--- config.mk ---
export PLATFORM = sky130hd
export DESIGN_NAME = nabp_filtered_ram_swap_scheduler
export DESIGN_NICKNAME = d
export VERILOG_FILES = /design/src/rtl/nabp_sched_pkg.sv /design/src/rtl/nabp_bank_state.sv /design/src/rtl/nabp_filtered_ram_swap_scheduler.sv
export SDC_FILE = /design/constraint.sdc
export NUM_CORES = 1
export LEC_CHECK = 0
export ABC_AREA = 0
export BUFFER_PORTS_ARGS = -buffer_cell sky130_fd_sc_hd__clkbuf_2
export CAP_MARGIN = 5
export CORE_MARGIN = 4
export CORE_UTILIZATION = 37
export CTS_CLUSTER_DIAMETER = 200
export DETAILED_ROUTE_END_ITERATION = 8
export SLEW_MARGIN = 20
export SYNTH_ARGS = -nofsm -noshare
export SYNTH_HDL_FRONTEND = slang
export SYNTH_HIERARCHICAL = 1
export SYNTH_SLANG_ARGS = --single-unit
--- constraint.sdc ---
create_clock -name clk -period 2.26 [get_ports clk]
set_clock_uncertainty 0.15 [all_clocks]
set_input_delay 0.113 -clock clk [delete_from_list [all_inputs] [get_ports clk]]
set_output_delay 0.113 -clock clk [all_outputs]
set_load 0.005 [all_outputs]
--- src/rtl/nabp_sched_pkg.sv ---
// Shared types for the filtered-RAM ping-pong scheduler: bank lifecycle
// states, the fill/process FSM state encodings and the default angle width.
package nabp_sched_pkg;

  localparam int ANGLE_WIDTH_DEFAULT = 8;

  typedef enum logic [1:0] {
    BANK_EMPTY      = 2'd0,
    BANK_FILLING    = 2'd1,
    BANK_FULL       = 2'd2,
    BANK_PROCESSING = 2'd3
  } bank_state_e;

  typedef enum logic [1:0] {
    F_IDLE = 2'd0,
    F_REQ  = 2'd1,
    F_KICK = 2'd2,
    F_WAIT = 2'd3
  } fill_state_e;

  typedef enum logic [1:0] {
    P_IDLE = 2'd0,
    P_KICK = 2'd1,
    P_WAIT = 2'd2
  } proc_state_e;

endpackage

--- src/rtl/nabp_bank_state.sv ---
// Lifecycle tracker for one filtered-RAM bank: remembers whether the bank is
// empty, being filled, full or being processed, plus the angle it holds.
module nabp_bank_state
  import nabp_sched_pkg::*;
#(
  parameter int ANGLE_WIDTH = ANGLE_WIDTH_DEFAULT
) (
  input  logic                   clk,
  input  logic                   reset,
  input  logic                   i_fill_start,
  input  logic [ANGLE_WIDTH-1:0] i_angle,
  input  logic                   i_fill_done,
  input  logic                   i_proc_start,
  input  logic                   i_proc_done,
  output bank_state_e            o_state,
  output logic [ANGLE_WIDTH-1:0] o_angle
);

  bank_state_e            r_state;
  logic [ANGLE_WIDTH-1:0] r_angle;

  // Each event only fires from the one state that precedes it, so at most one
  // is ever active for a given bank; the if-chain order is therefore free.
  always_ff @(posedge clk) begin
    if (reset) begin
      r_state <= BANK_EMPTY;
      r_angle <= '0;
    end else if (i_fill_start) begin
      r_state <= BANK_FILLING;
      r_angle <= i_angle;
    end else if (i_fill_done) begin
      r_state <= BANK_FULL;
    end else if (i_proc_start) begin
      r_state <= BANK_PROCESSING;
    end else if (i_proc_done) begin
      r_state <= BANK_EMPTY;
    end
  end

  assign o_state = r_state;
  assign o_angle = r_angle;

endmodule

--- src/rtl/nabp_filtered_ram_swap_scheduler.sv ---
// Ping-pong scheduler for two filtered-RAM banks: one side requests angles
// from the host and fills a bank while the other side processes the opposite
// bank. Banks are used strictly alternately so angles finish in host order.
module nabp_filtered_ram_swap_scheduler
  import nabp_sched_pkg::*;
#(
  parameter int ANGLE_WIDTH = ANGLE_WIDTH_DEFAULT
) (
  input  logic                   clk,
  input  logic                   reset,
  input  logic                   hs_has_next_angle,
  output logic                   hs_next_angle,
  input  logic                   hs_next_angle_ack,
  input  logic [ANGLE_WIDTH-1:0] hs_angle,
  output logic                   fl_kick,
  output logic                   fl_bank,
  output logic [ANGLE_WIDTH-1:0] fl_angle,
  input  logic                   fl_done,
  output logic                   pr_kick,
  output logic                   pr_bank,
  output logic [ANGLE_WIDTH-1:0] pr_angle,
  input  logic                   pr_done,
  output logic                   sc_done
);

  fill_state_e            r_fill_state;
  fill_state_e            w_fill_next;
  proc_state_e            r_proc_state;
  proc_state_e            w_proc_next;
  logic                   r_fill_ptr;
  logic                   r_proc_ptr;
  bank_state_e            w_bank_state [2];
  logic [ANGLE_WIDTH-1:0] w_bank_angle [2];

  logic w_fill_start;
  logic w_fill_done;
  logic w_proc_start;
  logic w_proc_done;

  // Bank events are qualified by FSM state so stray done pulses do nothing.
  assign w_fill_start = (r_fill_state == F_REQ) && hs_next_angle_ack;
  assign w_fill_done  = (r_fill_state == F_WAIT) && fl_done;
  assign w_proc_start = (r_proc_state == P_IDLE) &&
                        (w_bank_state[r_proc_ptr] == BANK_FULL);
  assign w_proc_done  = (r_proc_state == P_WAIT) && pr_done;

  nabp_bank_state #(.ANGLE_WIDTH(ANGLE_WIDTH)) u_bank0 (
    .clk          (clk),
    .reset        (reset),
    .i_fill_start (w_fill_start && (r_fill_ptr == 1'b0)),
    .i_angle      (hs_angle),
    .i_fill_done  (w_fill_done && (r_fill_ptr == 1'b0)),
    .i_proc_start (w_proc_start && (r_proc_ptr == 1'b0)),
    .i_proc_done  (w_proc_done && (r_proc_ptr == 1'b0)),
    .o_state      (w_bank_state[0]),
    .o_angle      (w_bank_angle[0])
  );

  nabp_bank_state #(.ANGLE_WIDTH(ANGLE_WIDTH)) u_bank1 (
    .clk          (clk),
    .reset        (reset),
    .i_fill_start (w_fill_start && (r_fill_ptr == 1'b1)),
    .i_angle      (hs_angle),
    .i_fill_done  (w_fill_done && (r_fill_ptr == 1'b1)),
    .i_proc_start (w_proc_start && (r_proc_ptr == 1'b1)),
    .i_proc_done  (w_proc_done && (r_proc_ptr == 1'b1)),
    .o_state      (w_bank_state[1]),
    .o_angle      (w_bank_angle[1])
  );

  // Fill side state and pointer; the pointer advances only on a real fill
  // completion so banks are always filled in 0,1,0,1 order.
  always_ff @(posedge clk) begin
    if (reset) begin
      r_fill_state <= F_IDLE;
      r_fill_ptr   <= 1'b0;
    end else begin
      r_fill_state <= w_fill_next;
      if (w_fill_done) r_fill_ptr <= ~r_fill_ptr;
    end
  end

  // Fill side next state: wait for an empty target bank and a host angle,
  // hold the request until ack, kick the filler, then wait for its done.
  always_comb begin
    w_fill_next = r_fill_state;
    case (r_fill_state)
      F_IDLE: if ((w_bank_state[r_fill_ptr] == BANK_EMPTY) && hs_has_next_angle)
                w_fill_next = F_REQ;
      F_REQ:  if (hs_next_angle_ack) w_fill_next = F_KICK;
      F_KICK: w_fill_next = F_WAIT;
      F_WAIT: if (fl_done) w_fill_next = F_IDLE;
      default: w_fill_next = F_IDLE;
    endcase
  end

  // Process side state and pointer, mirroring the fill side ordering.
  always_ff @(posedge clk) begin
    if (reset) begin
      r_proc_state <= P_IDLE;
      r_proc_ptr   <= 1'b0;
    end else begin
      r_proc_state <= w_proc_next;
      if (w_proc_done) r_proc_ptr <= ~r_proc_ptr;
    end
  end

  // Process side next state: start as soon as the target bank reads FULL
  // from its register, then wait for the processor to finish.
  always_comb begin
    w_proc_next = r_proc_state;
    case (r_proc_state)
      P_IDLE: if (w_bank_state[r_proc_ptr] == BANK_FULL) w_proc_next = P_KICK;
      P_KICK: w_proc_next = P_WAIT;
      P_WAIT: if (pr_done) w_proc_next = P_IDLE;
      default: w_proc_next = P_IDLE;
    endcase
  end

  assign hs_next_angle = (r_fill_state == F_REQ);
  assign fl_kick       = (r_fill_state == F_KICK);
  assign pr_kick       = (r_proc_state == P_KICK);
  assign fl_bank       = r_fill_ptr;
  assign pr_bank       = r_proc_ptr;
  assign fl_angle      = w_bank_angle[r_fill_ptr];
  assign pr_angle      = w_bank_angle[r_proc_ptr];
  assign sc_done       = !hs_has_next_angle &&
                         (w_bank_state[0] == BANK_EMPTY) &&
                         (w_bank_state[1] == BANK_EMPTY) &&
                         (r_fill_state == F_IDLE) &&
                         (r_proc_state == P_IDLE);

endmodule

==> results.py, run 1 <==
metrics = {
    "status": {
        "status": "complete, no violations",
    },
    "floorplan": {
        "ios": 36,
        "fp.dieArea_um2": 4694,
        "dieWidth_um": 68.52,
        "core_area_um2": 3442,
        "num_rows": 21,
        "start_util_pct": 39.37,
        "die_h_um": 68.52,
    },
    "drt": {
        "drc_errors": 0,
        "ant_nets": 0,
        "drt-initial-drc-count": 20,
        "first_pass_iters": 4,
        "avgRoutedWirePerCell_um": 13.66,
        "routed_wl_mm": 3.155,
        "via_per_inst": 4.879,
        "vias": 1127,
    },
    "global_routing": {
        "grt_usage_pct": 15.27,
        "grt_max_degree": 27,
        "grt_first_pass_wirelength_mm": 5.333,
        "grt_pass1_vias": 1163,
        "antenna_found_initial": 0,
        "overflow": 0,
    },
    "sta": {
        "hold_violations": 0,
        "fmaxAchievable_ghz": 0.5533,
        "setup_viol": 0,
        "worst_pin_slew_ps": 560.0,
        "rsz0062_at_grt": "false",
        "setup_tns_ps": 0,
        "layout_min_cycle_time_ps": 1807,
        "slew_violations": 0,
        "maxSlewHeadroom_pct": 62.67,
        "period_share_pct": 79.98,
    },
    "yosys": {
        "yosysMostFrequentCell": "nor2_1",
        "synth_edf_count": 0,
        "yosys_warnings": 6,
        "ys_async_sr_fraction_pct": 0,
        "yosys_register_bits": 26,
        "ys_types": 25,
        "synth.top_cells.by_count": "nor2_1 (30), dfxtp_1 (26), mux2i_1 (17)",
        "netlist.area_leader.share_pct": 38.41,
        "syn_area_um2": 1355,
        "synth_flop_cell": "dfxtp_1",
        "synthTopCellsByArea": "dfxtp_1 (38%), mux2_2 (13%), mux2i_1 (13%), nor2_1 (8.3%), ha_1 (4.6%)",
        "synth_nets": 158,
        "synth_top_cell_by_area": "dfxtp_1",
        "synth-seq-area-share_pct": 38.41,
        "syn_avg_cell_area_um2": 9.749,
        "synthCells": 139,
    },
    "clock_tree": {
        "clock_sinks": 26,
        "cts_tree": "yes",
        "path_clk_slew_ps": 90,
        "clk_path_buf_depth": 2,
        "cts_hold_buffers": 9,
        "cts-root-buf": "clkbuf_8",
        "post-cts-setup-buffer-count": 0,
        "cts-buffers-inserted": 3,
        "clk_latency_ps": 270,
        "htree_num_levels": 1,
        "ctsResizeCount": 0,
    },
    "critical_path": {
        "rrSetupSlack_ps": 450,
        "path_delay_family": "simple AND/OR/NAND/NOR gates",
        "critical_path_buf_inv_count": 0,
        "path_cells": "or4b_1 > a311oi_2 > mux2i_1 > nor2_1",
        "worstSetupEndpoint": "r_fill_state[1]$_SDFFE_PP0P_",
        "timing.rr.end": "r_fill_state[1]$_SDFFE_PP0P_",
        "cp_slowest_cell": "or4b_1",
        "crit_path_end_kind": "register",
        "cp_slowest_stage_delay_ps": 540,
        "r2r_start": "u_bank0/o_state[1]$_SDFFE_PP0P_",
        "critical_path_depth": 4,
        "worstSetupStartpointType": "register",
        "cp_data_required_time_ps": 2250,
        "crit_arrival_ps": 1800,
        "crit_type": "register to register",
        "crit_fanout": 4,
        "cp-startpoint": "u_bank0/o_state[1]$_SDFFE_PP0P_",
        "reg2reg_depth": 4,
    },
    "finish": {
        "area_growth_pct": 27.42,
        "n_fill_cell": 336,
        "diodes": 0,
        "final_nets": 205,
        "drive_gt1_share_pct": 35.14,
        "utilization_pct": 50.16,
    },
    "power": {
        "leakage_nw": 0.7588,
        "p_per_area_nw_per_um2": 774.2,
        "vdd_ir_drop_max_uv": 296.5,
    },
    "placement": {
        "port-buffer-count": 35,
        "dpl.hpwl_mm": 2.331,
        "gp_congestion": 0.7866,
    },
    "job": {
        "drv_cap": 0,
    },
    "worst_hold_path": {
        "hp-class": "input pin to register",
    },
}
[power breakdown]
group / total [W] / switching [W] / internal [W]
registers: 0.000565 / 0.0000518 / 0.000514
logic: 0.000474 / 0.000228 / 0.000246
clock network: 0.000297 / 0.000141 / 0.000156
total: 0.00134 / 0.000421 / 0.000916
[state kept, by name, indices dropped and copies added, names as in the netlist]
| register | flops |
|---|---|
| u_bank0/o_angle | 8 |
| u_bank1/o_angle | 8 |
| r_fill_state | 2 |
| r_proc_state | 2 |
| u_bank0/o_state | 2 |
| u_bank1/o_state | 2 |
| fl_bank | 1 |
| pr_bank | 1 |
[stage by stage]
stage / setup slack, ps / power, W / std cells / cell area [µm²] / hold slack [ps]
after floorplan: 530.5 / 0.0008850 / 139 / 1355 / 35.38
after global placement: 483.0 / 0.001021 / 218 / 1582 / 217.8
after detailed placement: 442.5 / 0.001041 / 218 / 1582 / 236.3
after CTS: 425.0 / 0.001350 / 231 / 1727 / 100.3
after global routing: 322.0 / 0.001440 / 231 / 1727 / 116.6
final: 452.5 / 0.001337 / 231 / 1727 / 91.83
[per-layer routing]
metal  track usage (%)  part of all wire [%]  wire length, µm
met4             5.211                   1.1               36
met2             26.46                    48             1518
met1             18.87                    46             1444
met3             2.755                   4.9              155
met5                 0                     0                0
[worst min-delay path, delay by kind of cell]
kind | cells | cell delay, ps
buffers and inverters | 1 | 100
XOR/XNOR | 1 | 70
AND/OR/NAND/NOR | 2 | 190
[cell families after synthesis]
group / share of synthesized area (%)
flip-flops: 38.41
buffers and inverters: 4.894
XOR/XNOR: 1.293
AND/OR/NAND/NOR: 18.84
AO/OA/AOI/OAI: 6.094
multiplexers: 25.85
adder cells (fa/ha/maj): 4.617
[worst min path at each step]
stage,start,endpoint,slack [ps],cells past startpoint
2_1_floorplan,reset,fl_bank$_SDFFE_PP0P_,40,1
3_3_place_gp,hs_angle[1],u_bank1/o_angle[1]$_SDFFE_PP0P_,220,3
3_5_place_dp,hs_angle[1],u_bank1/o_angle[1]$_SDFFE_PP0P_,240,3
4_1_cts,fl_done,fl_bank$_SDFFE_PP0P_,100,4
5_1_grt,fl_done,fl_bank$_SDFFE_PP0P_,120,4
6_report,fl_done,fl_bank$_SDFFE_PP0P_,90,4
[placed cells by master (no fill, tap or decap), drive strengths merged]
cell type	count
nand2b	4
nor2b	4
and4b	1
ha	5
and3	3
clkbuf	39
a221oi	2
xor2	2
and3b	1
mux2i	17
mux2	16
a311oi	1
nor4	3
dlygate4sd3	9
a211oi	3
or4b	1
nand4bb	1
o32a	1
inv	6
nor2	30
buf	5
a21oi	1
nand2	4
dfxtp	26
[area by class of cell]
cell class | instances | area, µm² | area share, %
multi-input cells | 100 | 768.2 | 44.49
flip-flops and latches | 26 | 520.5 | 30.14
repair buffers | 49 | 302.8 | 17.54
well taps | 46 | 57.56 | 3.333
clock buffers | 4 | 55.05 | 3.188
inverters | 6 | 22.52 | 1.304
Note: power is estimated with default switching activity, not from simulation.
==> inputs of run 2 (changes only) <==
==> constraint.sdc (replaced) <==
create_clock -name clk -period 1.6 [get_ports clk]
set_clock_uncertainty 0.15 [all_clocks]
set_input_delay 0.08 -clock clk [delete_from_list [all_inputs] [get_ports clk]]
set_output_delay 0.08 -clock clk [all_outputs]
set_load 0.005 [all_outputs]
==> run 2 against run 1 <==
- the flow now finishes with violations (setup timing)
- first-iteration DRC count grew 90%
- sequential share of layout area decreased by 2.3 points
- non-clock buffer count rose by 8
- worst setup slack lost 580 ps
- wire length up 1.2%
- combinational power is 96% higher
- critical path type unchanged
- total power grew 61%
- register-to-register slack worse by 580 ps
- largest cell class unchanged
- sequential power increased by 43%
- final area increased by 9.6%
- maximum frequency increased by 4.5%
==> results.py, run 2 (synthesized netlist as in run 1, its figures left out) <==
metrics = {
    "status": {
        "status": "finished with violations",
        "violations": "setup timing",
    },
    "global_routing": {
        "overflow": 0,
        "grt_max_degree": 27,
        "grt_usage_pct": 15.03,
        "grt_pass1_vias": 1247,
        "antenna_found_initial": 0,
        "grt_first_pass_wirelength_mm": 5.402,
    },
    "finish": {
        "area_growth_pct": 39.70,
        "layout_commonest_cell": "clkbuf_2",
        "final_nets": 213,
        "diodes": 0,
        "drive_gt1_share_pct": 46.11,
        "layout_common_cells": "clkbuf_2 (35), nor2_1 (27), dfxtp_1 (20)",
    },
    "critical_path": {
        "worstSetupStartpointType": "register",
        "cp_slowest_stage_delay_ps": 540,
        "cp-startpoint": "u_bank0/o_state[0]$_SDFFE_PP0P_",
        "crit_type": "register to register",
        "crit_fanout": 2,
        "crit_path_end_kind": "register",
        "cp_slowest_cell": "or4b_4",
        "r2r_start": "u_bank0/o_state[0]$_SDFFE_PP0P_",
        "crit_arrival_ps": 1760,
        "cp_data_required_time_ps": 1630,
        "path_cells": "or4b_4 > a311oi_4 > buf_4 > nor2_2 > a211oi_2",
    },
    "power": {
        "vdd_ir_drop_max_uv": 465.7,
        "leakage_nw": 0.8193,
        "p_per_area_nw_per_um2": 1140,
        "power_w": 0.002158,
    },
    "floorplan": {
        "core_area_um2": 3442,
        "dieWidth_um": 68.52,
        "ios": 36,
        "num_rows": 21,
        "fp.dieArea_um2": 4694,
        "start_util_pct": 39.37,
        "die_h_um": 68.52,
    },
    "clock_tree": {
        "cts-root-buf": "clkbuf_8",
        "clk_latency_ps": 270,
        "cts-buffers-inserted": 3,
        "path_clk_slew_ps": 90,
        "clock_sinks": 26,
        "clk_path_buf_depth": 2,
        "htree_num_levels": 1,
        "cts_tree": "yes",
    },
    "job": {
        "drv_cap": 0,
    },
    "sta": {
        "setup_viol": 5,
        "period_share_pct": 108.1,
        "hold_violations": 0,
        "setup_tns_ps": -280.4,
        "fmaxAchievable_ghz": 0.5783,
        "layout_min_cycle_time_ps": 1729,
        "maxSlewHeadroom_pct": 61.36,
        "setup_slack_ps": -129.1,
        "rsz0062_at_grt": "true",
        "worst_pin_slew_ps": 579.6,
        "slew_violations": 0,
    },
    "drt": {
        "ant_nets": 0,
        "drc_errors": 0,
        "drt-initial-drc-count": 38,
        "via_per_inst": 5.004,
        "routed_wl_mm": 3.192,
        "vias": 1196,
        "first_pass_iters": 4,
        "avgRoutedWirePerCell_um": 13.36,
    },
    "worst_hold_path": {
        "hp-class": "input pin to register",
        "min_from": "fl_done",
    },
    "placement": {
        "port-buffer-count": 35,
        "gp_congestion": 0.7534,
        "dpl.hpwl_mm": 2.288,
    },
}
run 2: report_power, final:
group	switching, W	total [W]	internal [W]	leakage, nW
logic	0.000416	0.000931	0.000514	0.577
clock network	0.000199	0.000419	0.000220	0.0288
registers	0.0000735	0.000808	0.000735	0.213
run 2: metal layers:
metal	global-route usage (%)	share of wire (%)	wire (µm)
met3	3.728	4.8	153
met5	0	0	0
met4	1.985	0	0
met2	27.18	52	1645
met1	18.24	44	1393
run 2: repair_timing:
item / in CTS / in global routing
pin swaps: 2 / 2
setup endpoints to repair: 10 / 39
hold endpoints to repair: 17 / 0
gates resized for setup: 7 / 16
hold buffers: 9 / 0
cloned: 0 / 0
setup buffers: 1 / 1
run 2: per-stage QoR:
step	hold slack [ps]	setup slack, ps	util [%]	area (µm²)	instances
after floorplan	-5.030	-34.76	-	1356	139
after global placement	181.4	-83.08	47.66	1640	224
after detailed placement	197.6	-139.7	47.66	1640	224
after CTS	55.41	-110.2	52.96	1823	238
after global routing	116.3	-205.2	55.00	1893	239
final	53.38	-129.1	55.00	1893	239
run 2: final timing paths:
check / to / slack, ps / cells after the start
max: r_fill_state[0]$_SDFFE_PP0P_ / -130 / 5
min: fl_bank$_SDFFE_PP0P_ / 50 / 4
max reg2reg: r_fill_state[0]$_SDFFE_PP0P_ / -130 / 5
min reg2reg: u_bank1/o_angle[6]$_SDFFE_PP0P_ / 370 / 2
run 2: cell type report:
cell class | instances | area (µm²)
Clock buffer | 4 | 55.05
Sequential cell | 26 | 528.0
Fill cell | 323 | 1549
Timing Repair Buffer | 57 | 390.4
Tap cell | 46 | 57.56
Inverter | 6 | 22.52
Multi-Input combinational cell | 100 | 839.6
run 2: worst max-delay path, delay by kind of cell (launching register included):
| kind | cells | cell delay [ps] |
|---|---|---|
| DFF | 1 | 330 |
| and+or+nand+nor | 2 | 580 |
| AOI/OAI and AO/OA | 2 | 400 |
| buffers and inverters | 1 | 180 |
==> inputs of run 3 (changes only) <==
--- a/config.mk
+++ b/config.mk
@@ -12,6 +12,7 @@
 export CORE_UTILIZATION = 37
 export CTS_CLUSTER_DIAMETER = 200
 export DETAILED_ROUTE_END_ITERATION = 8
+export RECOVER_POWER = 25
 export SLEW_MARGIN = 20
 export SYNTH_ARGS = -nofsm -noshare
 export SYNTH_HDL_FRONTEND = slang
==> run 3 against run 2 <==
- highest routed layer unchanged
- critical path type unchanged
- maximum frequency about the same
- worst setup slack hardly changed
- critical path depth stayed put
- via count barely moved
- largest power group unchanged
- hold slack about the same
- the run still ends with setup timing left
- first-iteration DRC count down 18%
==> results.py, run 3 (synthesized netlist as in run 1, its figures left out) <==
metrics = {
    "job": {
        "drv_cap": 0,
    },
    "critical_path": {
        "critical_path_buf_inv_count": 1,
        "path_cells": "or4b_4 > a311oi_4 > buf_4 > nor2_2 > a211oi_2",
        "critical_path_depth": 5,
        "path_delay_family": "simple AND/OR/NAND/NOR gates",
        "crit_path_end_kind": "register",
        "worstSetupEndpoint": "r_fill_state[0]$_SDFFE_PP0P_",
        "reg2reg_depth": 5,
        "crit_type": "register to register",
        "cp_slowest_cell": "or4b_4",
        "timing.rr.end": "r_fill_state[0]$_SDFFE_PP0P_",
        "crit_fanout": 2,
        "cp_data_required_time_ps": 1630,
        "cp_slowest_stage_delay_ps": 540,
        "worstSetupStartpointType": "register",
        "crit_arrival_ps": 1760,
        "rrSetupSlack_ps": -130,
        "r2r_start": "u_bank0/o_state[0]$_SDFFE_PP0P_",
        "cp-startpoint": "u_bank0/o_state[0]$_SDFFE_PP0P_",
    },
    "floorplan": {
        "fp.dieArea_um2": 4694,
        "core_area_um2": 3442,
        "ios": 36,
        "die_h_um": 68.52,
        "start_util_pct": 39.37,
        "num_rows": 21,
        "dieWidth_um": 68.52,
    },
    "global_routing": {
        "grt_first_pass_wirelength_mm": 5.402,
        "grt_max_degree": 27,
        "overflow": 0,
        "grt_usage_pct": 15.03,
        "antenna_found_initial": 0,
        "grt_pass1_vias": 1247,
    },
    "clock_tree": {
        "clk_latency_ps": 270,
        "path_clk_slew_ps": 90,
        "clk_path_buf_depth": 2,
        "cts-buffers-inserted": 3,
        "clock_sinks": 26,
        "htree_num_levels": 1,
        "cts_tree": "yes",
        "cts-root-buf": "clkbuf_8",
    },
    "drt": {
        "drc_errors": 0,
        "via_per_inst": 5.000,
        "avgRoutedWirePerCell_um": 13.39,
        "routed_wl_mm": 3.200,
        "ant_nets": 0,
        "first_pass_iters": 4,
        "vias": 1195,
        "drt-initial-drc-count": 31,
    },
    "power": {
        "power_w": 0.002157,
        "p_per_area_nw_per_um2": 1143,
        "leakage_nw": 0.8178,
        "vdd_ir_drop_max_uv": 466.0,
    },
    "status": {
        "status": "finished with violations",
        "violations": "setup timing",
    },
    "sta": {
        "setup_slack_ps": -129.2,
        "period_share_pct": 108.1,
        "fmaxAchievable_ghz": 0.5783,
        "worst_pin_slew_ps": 575.4,
        "hold_violations": 0,
        "rsz0062_at_grt": "true",
        "setup_tns_ps": -424.0,
        "layout_min_cycle_time_ps": 1729,
        "setup_viol": 13,
        "maxSlewHeadroom_pct": 61.64,
        "slew_violations": 0,
    },
    "placement": {
        "pre_cts_slack_ps": -139.7,
        "gp_congestion": 0.7534,
        "port-buffer-count": 35,
        "dpl.hpwl_mm": 2.288,
    },
    "finish": {
        "area_growth_pct": 39.24,
        "layout_commonest_cell": "clkbuf_2",
        "final_nets": 213,
        "diodes": 0,
        "layout_common_cells": "clkbuf_2 (36), nor2_1 (27), dfxtp_1 (20)",
        "drive_gt1_share_pct": 46.11,
    },
    "worst_hold_path": {
        "hp-class": "input pin to register",
    },
}
run 3: cell count changes in the layout (fill, tap and decap cells not counted), sizes merged:
cell / change
buf: -1
clkbuf: +1
run 3: worst min path at each step:
stage                     slack [ps]         from                               to  cells after the start
after global placement           180  hs_angle[0]  u_bank0/o_angle[0]$_SDFFE_PP0P_                      3
after CTS                         60      fl_done             fl_bank$_SDFFE_PP0P_                      4
final                             50      fl_done             fl_bank$_SDFFE_PP0P_                      4
after detailed placement         200  hs_angle[6]  u_bank1/o_angle[6]$_SDFFE_PP0P_                      3
after floorplan                   -5        reset             fl_bank$_SDFFE_PP0P_                      1
after global routing             120      fl_done  u_bank1/o_state[0]$_SDFFE_PP0P_                      3
run 3: cell type report:
cell class                      instances  area, µm²
Inverter                                6      22.52
Clock buffer                            4      55.05
Tap cell                               46      57.56
Fill cell                             322       1555
Multi-Input combinational cell        100      839.6
Timing Repair Buffer                   57      384.1
Sequential cell                        26      528.0
run 3: tightest hold or removal path, delay by kind of cell:
kind / cells / cell delay (ps)
xor+xnor: 1 / 80
buf+inv: 1 / 100
simple gates: 2 / 190
run 3: stage by stage:
step / utilization, % / cells / hold slack [ps] / area, µm²
global route: 54.82 / 239 / 116.3 / 1887
finish: 54.82 / 239 / 53.62 / 1887
global placement: 47.66 / 224 / 181.4 / 1640
detailed placement: 47.66 / 224 / 197.6 / 1640
floorplan: - / 139 / -5.030 / 1356
CTS: 52.96 / 238 / 55.41 / 1823
run 3: what timing repair did:
item | 4_1_cts | 5_1_grt
endpoints found under the setup margin | 10 | 39
pin swaps | 2 | 2
hold buffers | 9 | 0
endpoints found under the hold margin | 17 | 0
gates resized for setup | 7 | 16
setup buffers | 1 | 1
run 3: layer usage:
| metal | global-route usage [%] | vias to the layer above | share of wire, % |
|---|---|---|---|
| met4 | 1.985 | 0 | 0 |
| li1 | - | 590 | - |
| met5 | 0 | - | 0 |
| met3 | 3.728 | 0 | 4.9 |
| met2 | 27.18 | 29 | 52 |
| met1 | 18.24 | 576 | 43 |
run 3: power breakdown:
part,switching (W),total (W),internal [W]
logic,0.000416,0.000929,0.000513
registers,0.0000732,0.000808,0.000735
clock network,0.000200,0.000420,0.000220
total,0.000690,0.00216,0.00147
